--- src/rtl/alu_pkg.sv ---
// Shared ALU types: controller state encoding and default datapath width.
package alu_pkg;

    localparam int DEFAULT_WIDTH = 32;

    typedef enum logic [1:0] {
        IDLE = 2'd0,
        RUN  = 2'd1,
        DONE = 2'd2
    } state_t;

endpackage

--- src/rtl/mod_mult_if.sv ---
// Request/response bundle for the modular multiplier: operands in, status and result out.
interface mod_mult_if
    import alu_pkg::*;
#(
    parameter int WIDTH = DEFAULT_WIDTH
);
    logic             start;
    logic [WIDTH-1:0] a;
    logic [WIDTH-1:0] b;
    logic [WIDTH-1:0] n;
    logic             busy;
    logic             done;
    logic             err;
    logic [WIDTH-1:0] result;

    modport master (output start, a, b, n, input busy, done, err, result);
    modport slave  (input start, a, b, n, output busy, done, err, result);
endinterface

--- src/rtl/mod_mult_step.sv ---
// One Blakley step: reduce(2r + (a_bit ? b : 0)) mod n, purely combinational (zero latency).
// No flow control; the caller sequences one step per cycle.
module mod_mult_step
    import alu_pkg::*;
#(
    parameter int WIDTH = DEFAULT_WIDTH
) (
    input  logic [WIDTH-1:0] r,
    input  logic [WIDTH-1:0] b,
    input  logic [WIDTH-1:0] n,
    input  logic             a_bit,
    output logic [WIDTH-1:0] r_next
);
    localparam int XW = WIDTH + 2;
    localparam logic [XW:0] CIN_ONE = 1;

    logic [XW-1:0] sum;
    logic [XW-1:0] n_x;
    logic [XW-1:0] t1;
    logic [XW-1:0] t2;
    logic [XW:0]   d1;
    logic [XW:0]   d2;

    // Subtract via x + ~y + 1; the carry out is set exactly when x >= y.
    always_comb begin
        sum    = XW'({r, 1'b0}) + (a_bit ? XW'(b) : '0);
        n_x    = XW'(n);
        d1     = {1'b0, sum} + {1'b0, ~n_x} + CIN_ONE;
        t1     = d1[XW] ? d1[XW-1:0] : sum;
        d2     = {1'b0, t1} + {1'b0, ~n_x} + CIN_ONE;
        t2     = d2[XW] ? d2[XW-1:0] : t1;
        r_next = t2[WIDTH-1:0];
    end
endmodule

--- src/rtl/mod_mult.sv ---
// Interleaved modular multiplier, one bit of a per cycle MSB first; done is seen WIDTH+1 cycles after accept.
// start is only honoured in IDLE; requests arriving while busy or in DONE are dropped.
module mod_mult
    import alu_pkg::*;
#(
    parameter int WIDTH = DEFAULT_WIDTH
) (
    input  logic     clk,
    input  logic     rst,
    mod_mult_if.slave bus
);
    localparam int CW = (WIDTH > 1) ? $clog2(WIDTH) : 1;

    state_t           state_q, state_d;
    logic [CW-1:0]    cnt_q, cnt_d;
    logic [WIDTH-1:0] r_q, r_d;
    logic [WIDTH-1:0] a_q, a_d;
    logic [WIDTH-1:0] b_q, b_d;
    logic [WIDTH-1:0] n_q, n_d;
    logic [WIDTH-1:0] result_q, result_d;
    logic             err_q, err_d;
    logic [WIDTH-1:0] step_out;

    mod_mult_step #(.WIDTH(WIDTH)) u_step (
        .r      (r_q),
        .b      (b_q),
        .n      (n_q),
        .a_bit  (a_q[cnt_q]),
        .r_next (step_out)
    );

    always_comb begin
        state_d  = state_q;
        cnt_d    = cnt_q;
        r_d      = r_q;
        a_d      = a_q;
        b_d      = b_q;
        n_d      = n_q;
        result_d = result_q;
        err_d    = err_q;
        unique case (state_q)
            IDLE: begin
                if (bus.start) begin
                    a_d   = bus.a;
                    b_d   = bus.b;
                    n_d   = bus.n;
                    r_d   = '0;
                    cnt_d = CW'(WIDTH - 1);
                    // A zero modulus has no meaningful residue; flag it and finish at once.
                    if (bus.n == '0) begin
                        state_d  = DONE;
                        result_d = '0;
                        err_d    = 1'b1;
                    end else begin
                        state_d = RUN;
                    end
                end
            end
            RUN: begin
                r_d = step_out;
                if (cnt_q == '0) begin
                    state_d  = DONE;
                    result_d = step_out;
                end else begin
                    cnt_d = cnt_q - 1'b1;
                end
            end
            DONE: begin
                state_d = IDLE;
                err_d   = 1'b0;
            end
            default: state_d = IDLE;
        endcase
    end

    always_ff @(posedge clk or posedge rst) begin
        if (rst) begin
            state_q  <= IDLE;
            cnt_q    <= '0;
            r_q      <= '0;
            a_q      <= '0;
            b_q      <= '0;
            n_q      <= '0;
            result_q <= '0;
            err_q    <= 1'b0;
        end else begin
            state_q  <= state_d;
            cnt_q    <= cnt_d;
            r_q      <= r_d;
            a_q      <= a_d;
            b_q      <= b_d;
            n_q      <= n_d;
            result_q <= result_d;
            err_q    <= err_d;
        end
    end

    assign bus.busy   = (state_q == RUN);
    assign bus.done   = (state_q == DONE);
    assign bus.err    = err_q;
    assign bus.result = result_q;
endmodule

--- src/flat_wrapper.sv ---
// flat-port wrapper written by rule: the top's interface ports become plain ports
module mod_mult_flat import alu_pkg::*;
#(
    parameter int WIDTH = DEFAULT_WIDTH
)
  (clk, rst, bus_start, bus_a, bus_b, bus_n, bus_busy, bus_done, bus_err, bus_result);
  mod_mult_if #(.WIDTH(WIDTH)) bus_i ();
  input  logic clk;
  input  logic rst;
  input wire logic [$bits(bus_i.start)-1:0] bus_start;
  input wire logic [$bits(bus_i.a)-1:0] bus_a;
  input wire logic [$bits(bus_i.b)-1:0] bus_b;
  input wire logic [$bits(bus_i.n)-1:0] bus_n;
  output wire logic [$bits(bus_i.busy)-1:0] bus_busy;
  output wire logic [$bits(bus_i.done)-1:0] bus_done;
  output wire logic [$bits(bus_i.err)-1:0] bus_err;
  output wire logic [$bits(bus_i.result)-1:0] bus_result;
  assign bus_i.start = bus_start;
  assign bus_i.a = bus_a;
  assign bus_i.b = bus_b;
  assign bus_i.n = bus_n;
  assign bus_busy = bus_i.busy;
  assign bus_done = bus_i.done;
  assign bus_err = bus_i.err;
  assign bus_result = bus_i.result;
  mod_mult #(.WIDTH(WIDTH)) u_core (.clk(clk), .rst(rst), .bus(bus_i));
endmodule
--- config.mk ---
export PLATFORM = sky130hd
export DESIGN_NAME = mod_mult_flat
export DESIGN_NICKNAME = d
export VERILOG_FILES = /design/src/rtl/alu_pkg.sv /design/src/rtl/mod_mult_if.sv /design/src/rtl/mod_mult_step.sv /design/src/rtl/mod_mult.sv /design/src/flat_wrapper.sv
export SDC_FILE = /design/constraint.sdc
export NUM_CORES = 1
export LEC_CHECK = 0
export BUFFER_PORTS_ARGS = -buffer_cell sky130_fd_sc_hd__clkbuf_2
export CORE_MARGIN = 2
export CORE_UTILIZATION = 61
export CTS_CLUSTER_DIAMETER = 30
export CTS_CLUSTER_SIZE = 8
export DETAILED_ROUTE_END_ITERATION = 8
export PLACE_DENSITY = 0.82
export REMOVE_ABC_BUFFERS = 1
export SLEW_MARGIN = 25
export SYNTH_ARGS = -nofsm -noshare
export SYNTH_HDL_FRONTEND = slang
export SYNTH_HIERARCHICAL = 1
export SYNTH_SLANG_ARGS = --single-unit
--- constraint.sdc ---
create_clock -name clk -period 12.24 [get_ports clk]
set_input_delay 1.224 -clock clk [delete_from_list [all_inputs] [get_ports clk]]
set_output_delay 1.224 -clock clk [all_outputs]
set_load 0.005 [all_outputs]
======== Word-level counts from Yosys, hierarchy flattened ========
Index checks and enable logic that the tools add are counted.
word-level totals
  register bits after elaboration ......... 168
  input port bits ......................... 99
  output and inout port bits .............. 35
operators by class
  add/sub/neg operators ................... 6
  order comparisons ....................... 1
  eq/ne operators ......................... 6
  multiplexer cells ....................... 21
  bitwise gates (word level) .............. 1
  reduce and logical (&&, ||, !) cells .... 11
operators with widths
  cell                   number
  $mux 32                6
  $pmux 32 s2            2
  $add 34x34->35         2
  $add 35x1->35 const B  2
  $add 33x34->34         1
  $mux 34                1
  $not 32->34            1
  $logic_not 32->1       1
  $mux 5                 2
  $pmux 5 s2             1
  $lt 5x6->1 const B     1
  $mux 2                 3
  $reduce_and 2->1       3
  $reduce_and 3->1       2
  $bmux 1 s5             1
  $logic_not 5->1        1
  $sub 5x1->5 const B    1
  $ne 2x1->1 const B     2
  $ne 2x2->1 const B     2
  $pmux 2 s2             1
  $reduce_and 4->1       1
  $reduce_bool 2->1      2
  $mux 1                 3
  $eq 2x1->1 const B     1
  3 further kinds        3

======== Longest topological paths before layout ========
Gate-level depths: netlist of run 1.
  word-level depth ........................ 12
  mapped depth ............................ 45
  depth with buffers taken out ............ 41

======== Cells and area by module ========
The synthesis of run 1 kept the hierarchy.
by module, submodules not included
  module         times used  cells an instance  area an instance (um2)
  mod_mult       1           736                7,053.0
  mod_mult_step  1           783                5,890.6

======== Worst setup path after synthesis of run 1 ========
Ideal clock, no wire load.
  kind .................................... reg-to-reg
  start point ............................. reg u_core.cnt_q[0]
  end point ............................... reg u_core.r_q[10]
  library setup time ...................... 0.121 ns
  data arrival time ....................... 9.230 ns
  required time ........................... 12.119 ns
  setup slack ............................. 2.889 ns
  stages on the path, launching flop included .. 42
  path buffers ............................ 4
  clock period less this slack ............ 9.351 ns
  cell sequence ........................... dfrtp_1 -> buf_2 -> mux4_2 -> o21ai_0 -> o211ai_1 -> clkbuf_1 -> and2_1 -> ha_1 -> a21o_1 -> or3_1 -> o2111a_1 -> o21ai_0 -> nand2b_1 -> a31o_2 -> a2111o_1 -> o311ai_0 -> ha_1 -> nand3_2 -> [... 6 more ...] -> o21bai_4 -> buf_6 -> mux2_2 -> ha_1 -> inv_1 -> fa_1 -> a21oi_1 -> o21ai_0 -> a2111oi_2 -> o31ai_1 -> nand4_1 -> a21boi_1 -> o21a_1 -> a221oi_1 -> o31ai_4 -> buf_6 -> mux2_4 -> a22o_1
on the way
  word-level cells in the longest chain between the ends .. 11
RTL lines
  item                            RTL line             text
  from (decl)                     mod_mult.sv:15       logic [CW-1:0] cnt_q, cnt_d;
  from (signal assigned)          mod_mult.sv:88       cnt_q <= cnt_d;
  $bmux 1 s5 *                    mod_mult.sv:28       .a_bit (a_q[cnt_q]),
  $mux 1 (not written as such) *  mod_mult.sv:28
  $mux 32 *                       mod_mult_step.sv:26  sum = XW'({r, 1'b0}) + (a_bit ? XW'(b) : '0);
  $add 33x34->34 *                mod_mult_step.sv:26
  $add 34x34->35                  mod_mult_step.sv:28  d1 = {1'b0, sum} + {1'b0, ~n_x} + CIN_ONE;
  $add 35x1->35                   mod_mult_step.sv:28
  $mux 34 *                       mod_mult_step.sv:29  t1 = d1[XW] ? d1[XW-1:0] : sum;
  $add 34x34->35                  mod_mult_step.sv:30  d2 = {1'b0, t1} + {1'b0, ~n_x} + CIN_ONE;
  $add 35x1->35                   mod_mult_step.sv:30
  $mux 32 *                       mod_mult_step.sv:31  t2 = d2[XW] ? d2[XW-1:0] : t1;
  via u_core.step_out[10]         mod_mult.sv:22       logic [WIDTH-1:0] step_out;
  $pmux 32 s2 *                   mod_mult.sv:41       unique case (state_q)
  to (signal assigned)            mod_mult.sv:89       r_q <= r_d;
  to (decl)                       mod_mult.sv:16       logic [WIDTH-1:0] r_q, r_d;
Mark *: on every way through the listed nets, which the timed path passes. The rest lies on a longest branch. The select of a mux whose other input is x is not followed.
A chain may end at the register's enable or synchronous reset.

======== Final worst setup path of run 1 ========
  start point ............................. reg u_core.cnt_q[0]
  end point ............................... reg u_core.result_q[18], in the netlist u_core/bus.result[18]
on the way
  word-level cells in the longest chain between the ends .. 12
  elaborated cells between the ends (all ways) .. 15
RTL lines
  item                            RTL line             text
  $bmux 1 s5 *                    mod_mult.sv:28
  $mux 1 (not written as such) *  mod_mult.sv:28
  $mux 32 *                       mod_mult_step.sv:26
  $add 33x34->34 *                mod_mult_step.sv:26
  $add 34x34->35                  mod_mult_step.sv:28
  $add 35x1->35                   mod_mult_step.sv:28
  $mux 34 *                       mod_mult_step.sv:29
  $add 34x34->35                  mod_mult_step.sv:30
  $add 35x1->35                   mod_mult_step.sv:30
  $mux 32 *                       mod_mult_step.sv:31
  via u_core.step_out[18]         mod_mult.sv:22
  $mux 32 *                       mod_mult.sv:61       if (cnt_q == '0) begin
  $pmux 32 s2 *                   mod_mult.sv:41
  to (signal assigned)            mod_mult.sv:93       result_q <= result_d;
  to (decl)                       mod_mult.sv:20       logic [WIDTH-1:0] result_q, result_d;
Marked as above.

==> results.json, run 1 <==
{
  "area_delta_synth_final_pct": 10.8,
  "drive_above_1_share": 0.160,
  "end_kind": "register",
  "numCtsBuffers": 17,
  "cts_tree": "built",
  "first_pass_iters": 5,
  "report.final.slew_viol_count": 0,
  "setup_viol_count_final": 0,
  "rows": 53,
  "initial_core_util": 0.618,
  "ant_nets": 0,
  "clk_pin_slew_ps": 80,
  "hp-class": "register to register",
  "relSlewSlack": 0.304,
  "seq_area_frac_synth": 0.325,
  "final_common_cell": "nand2_1",
  "syn_avg_cell_area_um2": 8.52,
  "grt_pass1_vias": 11000,
  "final_cell_mix": "340 x nand2_1, 168 x dfrtp_1, 133 x clkbuf_2",
  "setup_tns_ps": 0,
  "cts.sink_count": 168,
  "netlist_area_um2": 12900,
  "cts_setup_buffers": 0,
  "die_area_um2": 22400,
  "worst_pin_slew_ps": 1040,
  "finalCritPeriodShare": 0.935,
  "rsz0062_at_grt": "false",
  "io_pins": 134,
  "cts_resized": 0,
  "placed_area_um2": 13700,
  "fp.dieH_um": 150,
  "fillers": 1733,
  "synth_edf_count": 0,
  "die_x_um": 150,
  "clk-insertion-delay-late_ps": 440,
  "critPathArrivalTime_ps": 11740,
  "clk_path_buf_depth": 2,
  "synth_cells": 1519,
  "multi_input_area_um2": 8100,
  "yosys_warnings": 6,
  "gp_congestion": 0.941,
  "crit_type": "register to register",
  "outcome": "complete, no violations",
  "ys_ff_latch": 168,
  "dp_hpwl_um": 24100,
  "seq_area_um2": 4200,
  "ctsHtreeMaxLevel": 4,
  "slowest_stage": "dfrtp_1",
  "vias_per_cell": 5.95,
  "ys_async_sr_fraction": 1.00,
  "fmax_mhz": 87.4,
  "ys.flop_type": "dfrtp_1",
  "grt_pass1_wl_um": 55100,
  "route.detailed.drc": 0,
  "numPortBuffers": 133,
  "cp-start-kind": "register",
  "fin_skew_ps": 15.3,
  "core_um2": 21000,
  "overflow": 0,
  "drt_iter0_drc": 861,
  "drt_wl_total_um": 33800,
  "antenna_found_initial": 0,
  "fin_nets": 1815,
  "fin_area_um2": 14300,
  "vias": 11300,
  "min_period_ps": 11450,
  "postCtsHoldBufs": 0,
  "hold_violations": 0,
  "max_stage_delay_ps": 720,
  "cts_root_buf": "clkbuf_16",
  "grt_max_degree": 105,
  "avgRoutedWirePerCell_um": 17.7,
  "cap_violations": 0,
  "diodes": 0,
  "grt_use_total": 0.308,
  "critPathRequiredTime_ps": 12530,
  "worstPathMaxFanout": 21,
  "netlist-cell-type-count": 79,
  "fin_util": 0.684
}
-- Yosys cell counts (all sizes together), types with 35 or more instances --
cell type | instances | area [um^2]
nor2 | 51 | 194
a21oi | 81 | 413
xnor2 | 52 | 455
nand2 | 341 | 1280
nand3 | 51 | 260
inv | 94 | 353
a21o | 46 | 345
clkbuf | 42 | 158
and2 | 35 | 219
mux2 | 61 | 796
o211ai | 37 | 278
ha | 96 | 1200
dfrtp | 168 | 4200
o21ai | 46 | 230
nand2b | 44 | 275
-- logic make-up after synthesis --
kind of cell / Yosys count / share of synthesized area
AOI/OAI and AO/OA: 344 / 0.186
xor gates and xnor gates: 78 / 0.0528
adders and majority gates: 99 / 0.0974
buffers and inverters: 157 / 0.0528
DFF: 168 / 0.325
muxes: 78 / 0.0785
and+or+nand+nor: 595 / 0.208
-- flip-flops by register name (all words and copies together) (netlist names) --
register / count
u_core/a_q: 32
u_core/r_q: 32
u_core/bus.result: 32
u_core/n_q: 32
u_core/cnt_q: 5
u_core/bus.err: 1
u_core/b_q: 32
u_core/state_q: 2
-- metal layers --
metal,track usage,part of all wire,up-vias
met5,0,0,-
met4,0.0910,0.022,0
li1,-,-,5494
met1,0.430,0.46,5404
met2,0.494,0.46,391
met3,0.0518,0.058,54
-- worst paths after layout --
kind / startpoint / end / slack (ps) / cells after the start
max in group asynchronous: rst / u_core/r_q[20] / 10060 / 3
max reg2reg: u_core/cnt_q[0] / u_core/bus.result[18] / 790 / 43
min: u_core/b_q[29] / u_core/b_q[29] / 470 / 2
min in group asynchronous: rst / u_core/a_q[0] / 880 / 2
max: u_core/cnt_q[0] / u_core/bus.result[18] / 790 / 43
min reg2reg: u_core/b_q[29] / u_core/b_q[29] / 470 / 2
-- area by class of cell --
cell class	instances	share of cell area
timing repair buffer	142	0.0511
clock buffer	18	0.0299
inverter	94	0.0251
multi-input combinational	1194	0.565
sequential	168	0.293
tap	275	0.0240
clock inverter	14	0.0120
-- through the flow --
step	setup WS [ps]	hold slack (ps)	cells
2_1_floorplan	2080	437	1456
3_3_place_gp	1260	453	1873
3_5_place_dp	1080	455	1873
4_1_cts	982	475	1905
5_1_grt	82.7	494	1905
6_report	794	472	1905
-- critical path, delay by kind of cell, from the launching register on --
kind | cells | cell delay (ps)
compound gates | 21 | 5150
xor+xnor | 1 | 170
fa+ha+maj | 5 | 1200
buf+inv | 4 | 960
flops | 1 | 720
mux | 3 | 1310
simple gates | 9 | 1750
Power of run 1 is not shown: default switching activity piles up to over one toggle a cycle in this logic, so the estimate is an artifact.
==> run 2: changes to the inputs <==
- CORE_MARGIN: 2 -> 1.5
==> results.json, run 2 (same netlist as run 1, synthesis figures left out) <==
{
  "cap_violations": 0,
  "rsz0062_at_grt": "false",
  "end_kind": "register",
  "ctsHtreeMaxLevel": 4,
  "core_um2": 20900,
  "cp.depth": 41,
  "grt_use_total": 0.310,
  "overflow": 0,
  "vias": 11300,
  "worstPathMaxFanout": 32,
  "route.detailed.drc": 0,
  "outcome": "complete, no violations",
  "initial_core_util": 0.620,
  "critPathRequiredTime_ps": 12540,
  "numCtsBuffers": 17,
  "setup_tns_ps": 0,
  "drt_wl_total_um": 34000,
  "vias_per_cell": 5.95,
  "die_area_um2": 22100,
  "final_cell_mix": "340 x nand2_1, 168 x dfrtp_1, 133 x clkbuf_2",
  "grt_max_degree": 101,
  "numPortBuffers": 133,
  "report.final.slew_viol_count": 0,
  "postCtsHoldBufs": 0,
  "crit_top_cell": "a21oi_1",
  "crit_type": "register to register",
  "avgRoutedWirePerCell_um": 17.9,
  "io_pins": 134,
  "rows": 53,
  "relSlewSlack": 0.394,
  "max_stage_delay_ps": 720,
  "min_period_ps": 10930,
  "drive_above_1_share": 0.161,
  "drt_iter0_drc": 1012,
  "gp_congestion": 0.995,
  "cts_resized": 0,
  "clk-insertion-delay-late_ps": 450,
  "finalCritPeriodShare": 0.893,
  "slowest_stage": "a2111oi_0",
  "final_common_cell": "nand2_1",
  "fin_skew_ps": 16.8,
  "fin_nets": 1816,
  "antenna_found_initial": 4,
  "first_pass_iters": 5,
  "fillers": 1659,
  "die_x_um": 149,
  "cts_root_buf": "clkbuf_16",
  "reg2reg_depth": 41,
  "worst_pin_slew_ps": 909,
  "grt_pass1_wl_um": 54200,
  "grt_pass1_vias": 10900,
  "clk_pin_slew_ps": 70,
  "cp-start-kind": "register",
  "hold_path_depth": 2,
  "area_delta_synth_final_pct": 10.8,
  "ant_nets": 0,
  "cts_setup_buffers": 0,
  "fp.dieH_um": 149,
  "critPathArrivalTime_ps": 11230,
  "cts_tree": "built",
  "hold_violations": 0,
  "critPathBufInv": 6,
  "cts.sink_count": 168,
  "setup_viol_count_final": 0,
  "crit_family": "compound AO/OA/AOI/OAI gates",
  "clk_path_buf_depth": 2,
  "fmax_mhz": 91.5,
  "hp-class": "register to register",
  "dp_hpwl_um": 23800
}
[run 2: final cells by class]
| type | count | area, um^2 | area share |
|---|---|---|---|
| antenna | 1 | 2.50 | 0.000175 |
| clock buffer | 17 | 425 | 0.0297 |
| clock inverter | 14 | 154 | 0.0107 |
| inverter | 94 | 358 | 0.0250 |
| multi-input combinational | 1194 | 8100 | 0.565 |
| sequential | 168 | 4200 | 0.293 |
| tap | 275 | 344 | 0.0240 |
| timing repair buffer | 143 | 753 | 0.0525 |
[run 2: worst paths after layout]
check	start	slack, ps	end
min	u_core/n_q[16]	480	u_core/n_q[16]
max in group asynchronous	rst	9840	u_core/b_q[21]
min reg2reg	u_core/n_q[16]	480	u_core/n_q[16]
min in group asynchronous	rst	930	u_core/b_q[1]
max	u_core/cnt_q[0]	1310	u_core/bus.result[14]
max reg2reg	u_core/cnt_q[0]	1310	u_core/bus.result[14]
[run 2: routing by layer]
metal,global-route usage,wire length [um]
met1,0.410,15100
met2,0.503,15700
met3,0.0617,2280
met4,0.113,918
met5,0,16
[run 2: stage by stage]
| stage | instance area, um^2 | utilization | hold WS (ps) | cells | setup WS (ps) |
|---|---|---|---|---|---|
| final | 14300 | 0.686 | 479 | 1906 | 1310 |
| after global routing | 14300 | 0.686 | 504 | 1905 | 762 |
| after CTS | 14300 | 0.685 | 480 | 1904 | 1520 |
| after detailed placement | 13700 | 0.657 | 461 | 1873 | 1580 |
| after global placement | 13700 | 0.657 | 457 | 1873 | 1820 |
| after floorplan | 12600 | - | 437 | 1456 | 2080 |
[run 2: worst reg2reg max path: cells and delay by family, from the launching register on]
kind | cells | cell delay, ps
AO/OA/AOI/OAI | 21 | 5580
XOR/XNOR | 1 | 220
adder cells (fa/ha/maj) | 5 | 1400
buffers and inverters | 6 | 990
flip-flops | 1 | 680
multiplexers | 3 | 1250
AND/OR/NAND/NOR | 5 | 690
Power of run 2 is left out for the same reason.
==> run 3: changes to the inputs <==
- CORE_UTILIZATION: 61 -> 60
- PLACE_DENSITY: 0.82 -> 0.81
- SYNTH_HIERARCHICAL: 1 -> default
- clock period: 12.24 -> 10.4 ns (I/O delays scaled with it)
==> results.json, run 3 <==
{
  "route.detailed.drc": 0,
  "synth_edf_count": 0,
  "grt_use_total": 0.320,
  "yosys_warnings": 0,
  "cap_violations": 0,
  "worstPathMaxFanout": 9,
  "clk_path_buf_depth": 2,
  "ys.flop_type": "dfrtp_1",
  "synth_top_area_cell": "dfrtp_1",
  "numPortBuffers": 133,
  "fillers": 1580,
  "ant_nets": 0,
  "finalCritPeriodShare": 0.968,
  "final_cells": 1908,
  "ys_ff_latch": 168,
  "grt_pass1_vias": 11100,
  "drive_above_1_share": 0.164,
  "crit_top_cell": "buf_4",
  "final_cell_mix": "337 x nand2_1, 167 x dfrtp_1, 149 x o21ai_0",
  "netlist_top_cells_area": "dfrtp_1 34%, nand2_1 10%, ha_1 9.8%",
  "syn_avg_cell_area_um2": 8.29,
  "yosysMostFrequentCell": "nand2_1",
  "report.final.slew_viol_count": 0,
  "netlist_area_um2": 12400,
  "ys_async_sr_fraction": 1.00,
  "yosys-top-cells-count": "337 x nand2_1, 168 x dfrtp_1, 151 x o21ai_0",
  "cp.depth": 41,
  "crit_family": "compound AO/OA/AOI/OAI gates",
  "io_pins": 134,
  "antenna_found_initial": 1,
  "synth_top_area_share": 0.340,
  "grt_pass1_wl_um": 55100,
  "critPathBufInv": 6,
  "overflow": 0,
  "cts.sink_count": 168,
  "drt_wl_total_um": 34100,
  "fmax_mhz": 99.4,
  "vias": 11500,
  "min_period_ps": 10060,
  "end_kind": "register",
  "layout_setup_ws_ps": 337,
  "hp-class": "register to register",
  "area_delta_synth_final_pct": 14.6,
  "slowest_stage": "mux4_2",
  "hold_violations": 0,
  "final_common_cell": "nand2_1",
  "max_stage_delay_ps": 530,
  "clk-insertion-delay-late_ps": 440,
  "dp_cells": 1866,
  "core_um2": 20200,
  "cts_root_buf": "clkbuf_16",
  "setup_viol_count_final": 0,
  "ctsHtreeMaxLevel": 4,
  "gp_congestion": 0.994,
  "clk_pin_slew_ps": 80,
  "die_x_um": 147,
  "fin_skew_ps": 9.75,
  "synth_cells": 1492,
  "avgRoutedWirePerCell_um": 17.9,
  "initial_core_util": 0.612,
  "cp-start-kind": "register",
  "fin_nets": 1825,
  "reg2reg_slack_ps": 340,
  "vias_per_cell": 6.05,
  "outcome": "complete, no violations",
  "netlist-cell-type-count": 80,
  "hold_path_depth": 2,
  "pre_cts_slack_ps": -110,
  "worst_pin_slew_ps": 1050,
  "postCtsHoldBufs": 0,
  "drt_iter0_drc": 1117,
  "crit_type": "register to register",
  "seq_area_frac_synth": 0.340,
  "relSlewSlack": 0.293,
  "numCtsBuffers": 17,
  "critPathRequiredTime_ps": 10700,
  "first_pass_iters": 5,
  "fp.dieH_um": 147,
  "cts_tree": "built",
  "diodes": 0,
  "critPathArrivalTime_ps": 10360,
  "setup_tns_ps": 0,
  "die_area_um2": 21500,
  "rows": 52,
  "reg2reg_depth": 41,
  "grt_max_degree": 94,
  "dp_hpwl_um": 25400
}
## run 3: cell count changes after synthesis, sizes merged, moves of 23 or more
cell,delta
o211ai,-23
o21ai,+117
inv,-34
and2,-31
nand2b,-27
nor2b,+31
mux2,-49
a22o,-31
## run 3: worst paths after layout
path,startpoint,to
max,u_core.cnt_q[0],u_core.bus.result[31]
min,u_core.b_q[1],u_core.b_q[1]
max reg2reg,u_core.cnt_q[0],u_core.bus.result[31]
min reg2reg,u_core.b_q[1],u_core.b_q[1]
max in group asynchronous,rst,u_core.bus.result[19]
min in group asynchronous,rst,u_core.b_q[4]
## run 3: area by class of cell
| type | instances | area (um^2) | share of cell area |
|---|---|---|---|
| Tap cell | 270 | 338 | 0.0238 |
| Clock buffer | 18 | 429 | 0.0303 |
| Inverter | 60 | 230 | 0.0162 |
| Sequential cell | 168 | 4210 | 0.297 |
| Clock inverter | 13 | 159 | 0.0112 |
| Multi-Input combinational cell | 1201 | 7750 | 0.547 |
| Timing Repair Buffer | 178 | 1070 | 0.0752 |
## run 3: cells by family after synthesis
logic type | Yosys count | synth area share
buffers and inverters | 123 | 0.0396
AND/OR/NAND/NOR | 571 | 0.206
AO/OA/AOI/OAI | 395 | 0.199
multiplexers | 53 | 0.0545
flip-flops | 168 | 0.340
adder cells (fa/ha/maj) | 100 | 0.103
XOR/XNOR | 82 | 0.0580
## run 3: timing repair
| action | in CTS | in global routing |
|---|---|---|
| pin swaps | 1 | 6 |
| gates resized for setup | 1 | 16 |
| setup endpoints to repair | 52 | 64 |
| buffers inserted | 0 | 10 |
## run 3: through the flow
| stage | hold WS, ps | util | area, um^2 |
|---|---|---|---|
| 2_1_floorplan | 438 | - | 12100 |
| 3_3_place_gp | 452 | 0.663 | 13400 |
| 3_5_place_dp | 455 | 0.663 | 13400 |
| 4_1_cts | 473 | 0.693 | 14000 |
| 5_1_grt | 496 | 0.701 | 14200 |
| 6_report | 473 | 0.701 | 14200 |
## run 3: worst min-delay path, delay by kind of cell (launching register included)
family | cells | cell delay (ps)
simple gates | 2 | 100
flops | 1 | 340
## run 3: layer usage
| layer | wire length, um | track usage |
|---|---|---|
| met1 | 14600 | 0.429 |
| met2 | 15800 | 0.519 |
| met4 | 1060 | 0.112 |
| met5 | 0 | 0 |
| met3 | 2650 | 0.0625 |
Power of run 3 is left out for the same reason.
